[src/rtl/uart_pkg.sv]
// rtl/uart_pkg.sv - shared UART definitions: tx state encoding, frame constants, bit-period divisor
// Used by uart_tx_fifo and, later, by the matching receiver.
package uart_pkg;

    typedef enum logic [1:0] {
        IDLE,
        START,
        DATA,
        STOP
    } tx_state_e;

    localparam int unsigned DATA_BITS = 8;
    localparam int unsigned STOP_BITS = 1;

    // Clock cycles per bit, rounded to the nearest integer.
    function automatic int unsigned calc_div(input int unsigned clk_freq, input int unsigned baud);
        return (clk_freq + baud / 2) / baud;
    endfunction

endpackage

[src/rtl/sync_fifo.sv]
// rtl/sync_fifo.sv - single-clock circular FIFO with registered full flag and occupancy count
// Ports:
//   clk_i        rising-edge clock
//   rst_ni       synchronous active-low reset (pointers and count cleared)
//   push_i       write request; ignored while full
//   push_data_i  write data
//   pop_i        read request; ignored while empty
//   pop_data_o   head entry (valid while !empty_o)
//   full_o       count == DEPTH (registered)
//   empty_o      count == 0
//   count_o      number of stored entries
module sync_fifo #(
    parameter int unsigned WIDTH = 8,
    parameter int unsigned DEPTH = 4
) (
    input  logic                     clk_i,
    input  logic                     rst_ni,
    input  logic                     push_i,
    input  logic [WIDTH-1:0]         push_data_i,
    input  logic                     pop_i,
    output logic [WIDTH-1:0]         pop_data_o,
    output logic                     full_o,
    output logic                     empty_o,
    output logic [$clog2(DEPTH):0]   count_o
);

    localparam int unsigned AW = $clog2(DEPTH);

    logic [WIDTH-1:0] mem_q [DEPTH];
    logic [AW-1:0]    wr_ptr_q, wr_ptr_d;
    logic [AW-1:0]    rd_ptr_q, rd_ptr_d;
    logic [AW:0]      count_q, count_d;
    logic             full_q, full_d;
    logic             push_ok, pop_ok;

    assign push_ok = push_i && !full_q;
    assign pop_ok  = pop_i && (count_q != '0);

    always_comb begin
        wr_ptr_d = wr_ptr_q;
        rd_ptr_d = rd_ptr_q;
        count_d  = count_q;
        if (push_ok) begin
            wr_ptr_d = wr_ptr_q + AW'(1);
        end
        if (pop_ok) begin
            rd_ptr_d = rd_ptr_q + AW'(1);
        end
        if (push_ok && !pop_ok) begin
            count_d = count_q + (AW+1)'(1);
        end else if (pop_ok && !push_ok) begin
            count_d = count_q - (AW+1)'(1);
        end
        full_d = (count_d == (AW+1)'(DEPTH));
    end

    always_ff @(posedge clk_i) begin
        if (!rst_ni) begin
            wr_ptr_q <= '0;
            rd_ptr_q <= '0;
            count_q  <= '0;
            full_q   <= 1'b0;
        end else begin
            wr_ptr_q <= wr_ptr_d;
            rd_ptr_q <= rd_ptr_d;
            count_q  <= count_d;
            full_q   <= full_d;
        end
    end

    // Storage needs no reset: entries are only read after being written.
    always_ff @(posedge clk_i) begin
        if (push_ok) begin
            mem_q[wr_ptr_q] <= push_data_i;
        end
    end

    assign pop_data_o = mem_q[rd_ptr_q];
    assign full_o     = full_q;
    assign empty_o    = (count_q == '0);
    assign count_o    = count_q;

endmodule

[src/rtl/uart_tx_fifo.sv]
// rtl/uart_tx_fifo.sv - 8N1 UART transmitter fed by a small byte FIFO, back-to-back frames
// Ports:
//   sysclk      system clock, rising edge
//   reset       synchronous active-low reset; aborts any frame and flushes the FIFO
//   tx_data     byte to queue
//   tx_valid    write request, accepted when tx_ready is high
//   tx_ready    FIFO not full (forced low while reset is asserted)
//   UART_TX     serial line, idle high, straight from a flop
//   tx_busy     high while a frame (start, data, stop) is on the line
//   fifo_count  bytes waiting in the FIFO (excludes the byte being shifted out)
module uart_tx_fifo
    import uart_pkg::*;
#(
    parameter int unsigned CLK_FREQ   = 100000000,
    parameter int unsigned BAUD       = 9600,
    parameter int unsigned FIFO_DEPTH = 4
) (
    input  logic                            sysclk,
    input  logic                            reset,
    input  logic [7:0]                      tx_data,
    input  logic                            tx_valid,
    output logic                            tx_ready,
    output logic                            UART_TX,
    output logic                            tx_busy,
    output logic [$clog2(FIFO_DEPTH):0]     fifo_count
);

    localparam int unsigned DIV   = calc_div(CLK_FREQ, BAUD);
    localparam int unsigned CNT_W = (DIV > 1) ? $clog2(DIV) : 1;

    tx_state_e        state_q, state_d;
    logic [CNT_W-1:0] cnt_q, cnt_d;
    logic [2:0]       bit_idx_q, bit_idx_d;
    logic [7:0]       shreg_q, shreg_d;
    logic             tx_q, tx_d;
    logic             busy_q, busy_d;

    logic             fifo_pop;
    logic [7:0]       fifo_data;
    logic             fifo_full;
    logic             fifo_empty;
    logic             bit_done;

    sync_fifo #(
        .WIDTH (8),
        .DEPTH (FIFO_DEPTH)
    ) u_fifo (
        .clk_i       (sysclk),
        .rst_ni      (reset),
        .push_i      (tx_valid),
        .push_data_i (tx_data),
        .pop_i       (fifo_pop),
        .pop_data_o  (fifo_data),
        .full_o      (fifo_full),
        .empty_o     (fifo_empty),
        .count_o     (fifo_count)
    );

    assign tx_ready = reset && !fifo_full;
    assign bit_done = (cnt_q == CNT_W'(DIV - 1));

    always_comb begin
        state_d   = state_q;
        cnt_d     = cnt_q;
        bit_idx_d = bit_idx_q;
        shreg_d   = shreg_q;
        tx_d      = tx_q;
        busy_d    = busy_q;
        fifo_pop  = 1'b0;

        case (state_q)
            IDLE: begin
                cnt_d = '0;
                if (!fifo_empty) begin
                    fifo_pop = 1'b1;
                    shreg_d  = fifo_data;
                    tx_d     = 1'b0;
                    busy_d   = 1'b1;
                    state_d  = START;
                end
            end

            START: begin
                if (bit_done) begin
                    cnt_d     = '0;
                    bit_idx_d = '0;
                    tx_d      = shreg_q[0];
                    state_d   = DATA;
                end else begin
                    cnt_d = cnt_q + CNT_W'(1);
                end
            end

            DATA: begin
                if (bit_done) begin
                    cnt_d = '0;
                    if (bit_idx_q == 3'(DATA_BITS - 1)) begin
                        bit_idx_d = '0;
                        tx_d      = 1'b1;
                        state_d   = STOP;
                    end else begin
                        // Line shows shreg_q[0]; the next bit is shreg_q[1].
                        bit_idx_d = bit_idx_q + 3'd1;
                        shreg_d   = {1'b0, shreg_q[7:1]};
                        tx_d      = shreg_q[1];
                    end
                end else begin
                    cnt_d = cnt_q + CNT_W'(1);
                end
            end

            STOP: begin
                if (bit_done) begin
                    cnt_d = '0;
                    if (bit_idx_q != 3'(STOP_BITS - 1)) begin
                        bit_idx_d = bit_idx_q + 3'd1;
                    end else if (!fifo_empty) begin
                        // Chain the next frame with no idle gap.
                        fifo_pop  = 1'b1;
                        shreg_d   = fifo_data;
                        bit_idx_d = '0;
                        tx_d      = 1'b0;
                        state_d   = START;
                    end else begin
                        bit_idx_d = '0;
                        busy_d    = 1'b0;
                        state_d   = IDLE;
                    end
                end else begin
                    cnt_d = cnt_q + CNT_W'(1);
                end
            end

            default: begin
                state_d = IDLE;
                busy_d  = 1'b0;
                tx_d    = 1'b1;
            end
        endcase
    end

    always_ff @(posedge sysclk) begin
        if (!reset) begin
            state_q   <= IDLE;
            cnt_q     <= '0;
            bit_idx_q <= '0;
            shreg_q   <= '0;
            tx_q      <= 1'b1;
            busy_q    <= 1'b0;
        end else begin
            state_q   <= state_d;
            cnt_q     <= cnt_d;
            bit_idx_q <= bit_idx_d;
            shreg_q   <= shreg_d;
            tx_q      <= tx_d;
            busy_q    <= busy_d;
        end
    end

    assign UART_TX = tx_q;
    assign tx_busy = busy_q;

endmodule

[config.mk]
export PLATFORM = sky130hd
export DESIGN_NAME = uart_tx_fifo
export DESIGN_NICKNAME = d
export VERILOG_FILES = /design/src/rtl/uart_pkg.sv /design/src/rtl/sync_fifo.sv /design/src/rtl/uart_tx_fifo.sv
export SDC_FILE = /design/constraint.sdc
export NUM_CORES = 1
export LEC_CHECK = 0
export ABC_AREA = 1
export CAP_MARGIN = 0
export CORE_ASPECT_RATIO = 1.75
export CORE_UTILIZATION = 27
export CTS_CLUSTER_DIAMETER = 200
export CTS_CLUSTER_SIZE = 16
export DETAILED_ROUTE_END_ITERATION = 10
export SKIP_CTS_REPAIR_TIMING = 1
export SLEW_MARGIN = 40
export SYNTH_ARGS = -nofsm -noshare
export SYNTH_HDL_FRONTEND = slang
export SYNTH_SLANG_ARGS = --single-unit
[constraint.sdc]
create_clock -name sysclk -period 2.8 [get_ports sysclk]
set_input_delay 0.28 -clock sysclk [delete_from_list [all_inputs] [get_ports sysclk]]
set_output_delay 0.28 -clock sysclk [all_outputs]
set_load 0.03 [all_outputs]
# After elaboration in Yosys (flattened, before gate mapping)
# Memory sizes are Yosys's and may differ from the RTL's. A register that Yosys moved wholly into a read port is not among the register bits.
# Index checks and enable logic that the tools add are counted.
[totals] reg_bits=37 memories=1 ramBits=32 word_cells=96
[mem_list] name="u_fifo.mem_q" depth=4 word_bits=8 read_ports=1 rd_ports_with_merged_regs=1 write_ports=1 line_no="sync_fifo.sv:29" source="logic [WIDTH-1:0] mem_q [DEPTH];"
[classes] reduce_logical=21 mux=44 n_eq_ne=14 addsub=6
[ops] op="2-to-1 mux 8 bit" n=5
[ops] op="one-hot mux 14 bit (2 select lines)" n=1
[ops] op="one-hot mux 8 bit (3 select lines)" n=1
[ops] op="2-to-1 mux 3 bit" n=7
[ops] op="2-to-1 mux 1 bit" n=16
[ops] op="2-to-1 mux 2 bit" n=8
[ops] op="!= test 2 bit (second input constant)" n=8
[ops] op="adder 14 x 1 -> 14 bit (second input constant)" n=1
[ops] op="equality test 14 bit (second input constant)" n=1
[ops] op="2-to-1 mux 14 bit" n=1
[ops] op="nonzero test 3 bit" n=4
[ops] op="AND reduction 5 bit" n=2
[ops] op="one-hot mux 3 bit (3 select lines)" n=1
[ops] op="one-hot mux 2 bit (4 select lines)" n=1
[ops] op="AND reduction 4 bit" n=2
[ops] op="adder 3 x 1 -> 3 bit (second input constant)" n=2
[ops] op="equality test 3 bit (second input constant)" n=2
[ops] op="AND reduction 6 bit" n=1
[ops] op="logical AND 1 bit" n=5
[ops] op="adder 2 x 1 -> 2 bit (second input constant)" n=2
[ops] op="equality test 2 bit (second input constant)" n=2
[ops] op="one-hot mux 1 bit (2 select lines)" n=2
[ops] op="one-hot mux 1 bit (4 select lines)" n=1
[ops] op="zero test 1 bit" n=3
[ops] op="other kinds (6)" n=6

# Longest topological paths before layout
# Gate-level depths: netlist of the first run.
[depth] word_depth=10 depth_mapped=15 depth_no_buf=15

# By module
# Synthesis of the first run repeated with hierarchy kept, for this count alone.
[unflattened] hier_cells=395 hier_area_um2=3538.4
[by_module_without_submodules] module="uart_tx_fifo" seq_area_each_um2=580.6 cells_per_inst=244 n_inst=1 area_per_inst_um2=1793.0
[by_module_without_submodules] module="sync_fifo" seq_area_each_um2=1161.1 cells_per_inst=151 n_inst=1 area_per_inst_um2=1745.4

# Worst setup path after synthesis of the first run
# No wires, ideal clock.
[synth_path] kind="register -> register" start="register u_fifo.count_q[0], in the netlist u_fifo.count_o[0]" end="register shreg_q[0]" period_less_slack_ps=1925 arrival_time_ps=1810 stages_incl_launch_ff=9 setup_slack_ps=875 path_buffers=0 path_cell_list="dfxtp_1 inv_1 ha_1 nand2_1 inv_1 a211oi_2 nand2_4 o21ai_1 nor2_1"
[synth_between] elab_chain_cells=5
[synth_rtl] item="start: declaration" line_no="sync_fifo.sv:32" source="logic [AW:0] count_q, count_d;"
[synth_rtl] item="start signal: assignment" line_no="sync_fifo.sv:66" source="count_q <= count_d;"
[synth_rtl] item="zero test 3 bit *" line_no="sync_fifo.sv:80" source="assign empty_o = (count_q == '0);"
[synth_rtl] item="2-to-1 mux 8 bit *"
[synth_rtl] item="2-to-1 mux 8 bit (2 in series)"
[synth_rtl] item="one-hot mux 8 bit (3 select lines) *"
[synth_rtl] item="end signal: assignment" line_no="uart_tx_fifo.sv:154" source="shreg_q <= shreg_d;"
[synth_rtl] item="end: declaration" line_no="uart_tx_fifo.sv:34" source="logic [7:0] shreg_q, shreg_d;"
# Mark *: on every way between the ends. The rest lies on a longest branch, timed or not. The select of a mux whose other input is x is not followed.
# A chain may end at the register's enable or synchronous reset.

# Final worst setup path of the first run
[layout_path] start="register state_q[0]" end="register shreg_q[6]"
[layout_between] elab_chain_cells=3 elab_cells_between_ends=10 classes_between="eq/ne: 6; mux: 1; reduce/logical: 3"
[layout_rtl] item="start: declaration" line_no="uart_tx_fifo.sv:31" source="tx_state_e state_q, state_d;"
[layout_rtl] item="start signal: assignment" line_no="uart_tx_fifo.sv:151" source="state_q <= state_d;"
[layout_rtl] item="equality test 2 bit or zero test 2 bit (tied branches)" line_no="uart_tx_fifo.sv:71" source="case (state_q)"
[layout_rtl] item="!= test 2 bit (no line) or nonzero test 3 bit (tied branches)"
[layout_rtl] item="AND reduction 5 bit (no line)"
# Several ways; a longest one is shown, not always the timed one.

==> results.toml, run 1 <==
[sta]
layout_setup_ws_ns = 0.5823
relSlewSlack_pct = 51.54
fin_crit_sh_pct = 79.20
setup_violations = 0
tns_ns = 0
clock_skew_ns = 0.005199
min_period_ns = 2.218
clock.fmax_ghz = 0.4509
tightest_slew_ns = 0.7255
report.final.slew_viol_count = 0
rsz0062_at_grt = "no"
hold_violations = 0

[setup_path]
crit_required_ns = 3.02
crit_path_max_fanout = 12
cp_top_family = "compound AO/OA/AOI/OAI gates"
crit_path_top_delay_cell = "a211oi_2"
path_class = "flip-flop to flip-flop"
worstPathArrival_ns = 2.44
cpPeakStageDelay_ns = 0.64
crit_chain = "inv_1, ha_1, inv_2, a211oi_2, nand2_4, o21ai_1, nor2_1"
cp-end-kind = "flip-flop"
cp_num_buf_inv = 2
start_kind = "flip-flop"

[global_routing]
grt_pass1_wl_um = 11990
grt_antenna_before_repair = 0
first_global_vias = 2549
grt_max_degree = 18
grt_usage_pct = 12.20
overflow = 0

[clock_network]
numCtsBuffers = 9
cts_tree = "yes"
cts.sinks = 71
cts-root-buf = "clkbuf_16"
insertion_delay_ns = 0.33
clk_pin_slew_ns = 0.06
clock_path_buffers = 2
htree_levels = 3

[die]
core_um2 = 12070
start_util_pct = 27.71
ioPinCount = 17
die_x_um = 86.13
dieArea_um2 = 12850
rows = 53
die_h_um = 149.2

[pwr]
vdd_drop_max_mv = 0.4554
powerDensity_nw_per_um2 = 936.4
p_leak_nw = 1.557

[yosys]
synth-main-ff-cell = "dfxtp_1"
avgSynthCellArea_um2 = 8.710
ys_types = 35
synth_cells = 384
ys_async_sr_fraction_pct = 0
synth_seq_cells = 71
synth_most_common_cell = "nand2_1"
ys_top_cells_by_area = "edfxtp_1 29%, dfxtp_1 23%, nand2_1 7.6%"
synth_top_area_cell = "edfxtp_1"
synthTopCellsByCount = "68 x nand2_1, 60 x nor2_1, 41 x inv_1"
synth_top_area_share_pct = 28.73
yosysWarnings = 0
syn_area_um2 = 3344
seq_area_frac_synth_pct = 52.08
synth-edff-count = 32
syn-num-nets = 412

[finish]
design_area_um2 = 3978
nNetsFinal = 435
final_layout_size_suffix_gt1_share_pct = 9.466
syn2layout_area_growth_pct = 18.93
diodes = 0

[placement]
place_congestion = 0.8583
dp_slack_ns = 0.5740
placed_area_um2 = 3702
hpwl_um = 5323
io_buffer_count = 16

[route]
drt_drc_violations_left = 0
first_iter_violations = 135
wl_per_cell_um = 12.15
vias_per_cell = 4.385
postRouteWirelength_um = 7012
postRouteAntennaNets = 0
routed-via-count = 2530
drtPass1Iterations = 4

[min_path]
hold_path_class = "flip-flop to flip-flop"

[run_status]
outcome = "finished, final reports clean"

[job]
cap_viol_max_count = 0
[final cells by class]
class	count	area (µm²)
well taps	165	206.4
fillers	1270	8092
clock buffers	9	225.2
flip-flops and latches	71	1742
repair buffers	20	190.2
clock inverters	7	50.05
multi-input cells	256	1380
inverters	49	183.9
[power breakdown]
| group | total, mW | internal [mW] | switching [mW] |
|---|---|---|---|
| combinational | 1.30 | 0.466 | 0.833 |
| sequential | 1.40 | 1.26 | 0.139 |
| clock | 1.03 | 0.598 | 0.428 |
[placed cells by master (no fill, tap or decap), drive strengths merged]
cell           Yosys  final
ha                17     17
clkinvlp           0      2
nand4              2      2
dfxtp             39     39
a211oi             1      1
xnor2              1      1
clkinv             2      7
o32ai              8      8
o21a               1      1
nor3b              2      2
o211ai             1      1
or2                2      2
inv               47     47
o21ai             29     29
nand2             71     71
o31ai              1      1
nor2              62     62
a21boi             1      1
clkdlybuf4s50      0     16
clkbuf             3      9
a21oi             31     31
edfxtp            32     32
buf                5      4
xor2               1      1
nand3             15     15
nor3              10     10
[worst register-to-register path: stages (launching register included)]
cell,delay (ns)
dfxtp_1,0.34
inv_1,0.15
ha_1,0.38
inv_2,0.19
a211oi_2,0.65
nand2_4,0.16
o21ai_1,0.17
nor2_1,0.05
[routing by layer]
metal / up-vias / global-route usage [%] / share of wire (%)
met5: - / 0 / 0
met4: 0 / 5.083 / 1.9
met3: 11 / 3.597 / 2.8
met2: 30 / 23.13 / 57
met1: 1172 / 12.03 / 39
li1: 1317 / - / -
[logic make-up (layout without fill, tap and decap cells)]
family / Yosys count / after routing / share of synthesized area, %
and+or+nand+nor: 164 / 164 / 21.62
DFF: 71 / 71 / 52.08
adders and majority gates: 17 / 17 / 6.360
buffers and inverters: 57 / 85 / 6.659
AOI/OAI and AO/OA: 73 / 73 / 12.76
xor gates and xnor gates: 2 / 2 / 0.5239
[final timing paths]
kind	startpoint	end	slack (ns)	cells after the start
setup / recovery	state_q[0]	shreg_q[6]	0.58	7
hold / removal	cnt_q[0]	cnt_q[0]	0.45	1
setup reg to reg	state_q[0]	shreg_q[6]	0.58	7
hold reg to reg	cnt_q[0]	cnt_q[0]	0.45	1
[through the flow]
| step | power [mW] | hold slack (ns) | instances | util, % |
|---|---|---|---|---|
| 3_5_place_dp | 2.720 | 0.4415 | 561 | 30.68 |
| 4_1_cts | 3.764 | 0.4493 | 577 | 32.96 |
| 2_1_floorplan | 2.385 | 0.3789 | 384 | - |
| 5_1_grt | 4.026 | 0.4708 | 577 | 32.96 |
| 3_3_place_gp | 2.683 | 0.4300 | 561 | 30.68 |
| 6_report | 3.725 | 0.4471 | 577 | 32.96 |
[sequential cells by signal, indices dropped and copies added (netlist names), 2 cells and up, named ones only]
| register | count |
|---|---|
| shreg_q | 8 |
| state_q | 2 |
| bit_idx_q | 3 |
| u_fifo.count_o | 3 |
| u_fifo.rd_ptr_q | 2 |
| u_fifo.mem_q | 32 |
| cnt_q | 14 |
| u_fifo.wr_ptr_q | 2 |
Note: power is estimated with default switching activity, not from simulation.
==> run 2, diff against run 1 <==
clock period = 2.3 ns   (was 2.8 ns; I/O delays follow)
==> results.toml, run 2 (same netlist as run 1, synthesis figures left out) <==
[setup_path]
crit_path_max_fanout = 12
path_class = "flip-flop to flip-flop"
r2r_cells = 9
crit_path_top_delay_cell = "dfxtp_1"
worstPathArrival_ns = 2.21
critPathMostFrequentCell = "nand2_1"
rrSetupSlack_ns = 0.31
cp_top_family = "simple AND/OR/NAND/NOR gates"
crit_chain = "inv_1, ha_1, inv_2, nand2_1, nor2_1, or2_1, nand2_1, a21oi_1, o21ai_1"
cp_num_cells = 9
crit_required_ns = 2.52
rr_startpoint = "state_q[0]"
cpPeakStageDelay_ns = 0.37
r2r_end = "UART_TX"
start_kind = "flip-flop"
cp_num_buf_inv = 2
cp-end-kind = "flip-flop"

[route]
wl_per_cell_um = 11.99
routed-via-count = 2557
postRouteAntennaNets = 0
highest-signal-layer = "met4"
drtPass1Iterations = 4
drt_drc_violations_left = 0
first_iter_violations = 104
wl_met2_um = 3888
vias_per_cell = 4.401
met3WireLength_um = 170
postRouteWirelength_um = 6967
drt-met1-wl_um = 2684

[placement]
placed_area_um2 = 3730
hpwl_um = 5397
place_congestion = 0.8403
dp_slack_ns = 0.3327
io_buffer_count = 16

[die]
dieArea_um2 = 12850
start_util_pct = 27.71
die_h_um = 149.2
ioPinCount = 17
rows = 53
die_x_um = 86.13
core_um2 = 12070

[sta]
tightest_slew_ns = 0.5048
rsz0062_at_grt = "no"
relSlewSlack_pct = 66.34
hold_slack_ns = 0.4447
report.final.slew_viol_count = 0
layout_setup_ws_ns = 0.3124
clock_skew_ns = 0.007238
tns_ns = 0
hold_violations = 0
fin_crit_sh_pct = 86.42
min_period_ns = 1.988
clock.fmax_ghz = 0.5031
setup_violations = 0

[finish]
regMostFlops = "u_fifo.mem_q"
diodes = 0
final_common_cell = "nand2_1"
syn2layout_area_growth_pct = 20.50
final_layout_size_suffix_gt1_share_pct = 10.58
design_area_um2 = 4030
largest_reg_flops = 32
reg_top3 = "u_fifo.mem_q: 32 flops, cnt_q: 14 flops, shreg_q: 8 flops"
nNetsFinal = 439
final_cell_mix = "68 x nand2_1, 60 x nor2_1, 41 x inv_1"

[clock_network]
numCtsBuffers = 9
htree_levels = 3
clk_pin_slew_ns = 0.05
cts.sinks = 71
clock_path_buffers = 2
insertion_delay_ns = 0.33
cts-root-buf = "clkbuf_16"
cts_tree = "yes"

[run_status]
outcome = "finished, final reports clean"

[pwr]
power.switching_mw = 1.685
p_clk_share_pct = 29.2
powerDensity_nw_per_um2 = 1164
internal-power_mw = 3.005
vdd_drop_max_mv = 0.4318
sequentialPowerShare_pct = 35.7
switching_share_pct = 35.92
power_frac_comb_pct = 35.0
p_leak_nw = 1.587

[min_path]
min_path_cells = 1
hold_path_class = "flip-flop to flip-flop"
hp-start = "cnt_q[0]"
holdPathEnd = "cnt_q[0]"

[global_routing]
grt_max_degree = 17
first_global_vias = 2520
grt_usage_pct = 11.90
grt_pass1_wl_um = 11480
grt_antenna_before_repair = 0
overflow = 0

[job]
cap_viol_max_count = 0
run 2: per-layer routing:
layer	vias to the layer above	global-route usage, %
met5	-	0
met4	0	7.333
met3	16	2.767
met2	34	22.50
met1	1181	11.25
li1	1326	-
run 2: worst register-to-register path: cells and delay by family (launching register included):
| family | cells | cell delay (ns) |
|---|---|---|
| fa+ha+maj | 1 | 0.32 |
| simple gates | 4 | 0.65 |
| buf+inv | 2 | 0.32 |
| compound gates | 2 | 0.21 |
| flops | 1 | 0.37 |
run 2: metrics by stage:
stage                     utilization [%]  cells  total power [mW]
after detailed placement            30.90    565             3.359
after global placement              30.90    565             3.325
final                               33.39    581             4.690
after CTS                           33.39    581             4.743
after global routing                33.39    581             5.007
after floorplan                         -    384             2.903
run 2: final cells by class:
type	instances	area (µm²)
clock buffers	11	242.7
clock inverters	5	57.56
fillers	1276	8039
inverters	49	183.9
multi-input cells	256	1380
flip-flops and latches	71	1742
well taps	165	206.4
repair buffers	24	217.7
run 2: how the worst max path moves through the flow:
stage / from / end / slack (ns)
after global placement: state_q[0] / UART_TX / 0.40
after global routing: state_q[0] / UART_TX / 0.08
after floorplan: u_fifo.count_o[0] / shreg_q[0] / 0.37
final: state_q[0] / UART_TX / 0.31
after CTS: state_q[0] / bit_idx_q[0] / 0.32
after detailed placement: state_q[0] / bit_idx_q[0] / 0.33
run 2: power groups by stage:
| stage | Clock, mW | Combinational, mW | Sequential [mW] |
|---|---|---|---|
| 3_3_place_gp | 0 | 1.63 | 1.69 |
| 2_1_floorplan | 0 | 1.18 | 1.73 |
| 3_5_place_dp | 0 | 1.66 | 1.70 |
| 4_1_cts | 1.40 | 1.66 | 1.68 |
| 5_1_grt | 1.46 | 1.85 | 1.70 |
| 6_report | 1.37 | 1.64 | 1.68 |
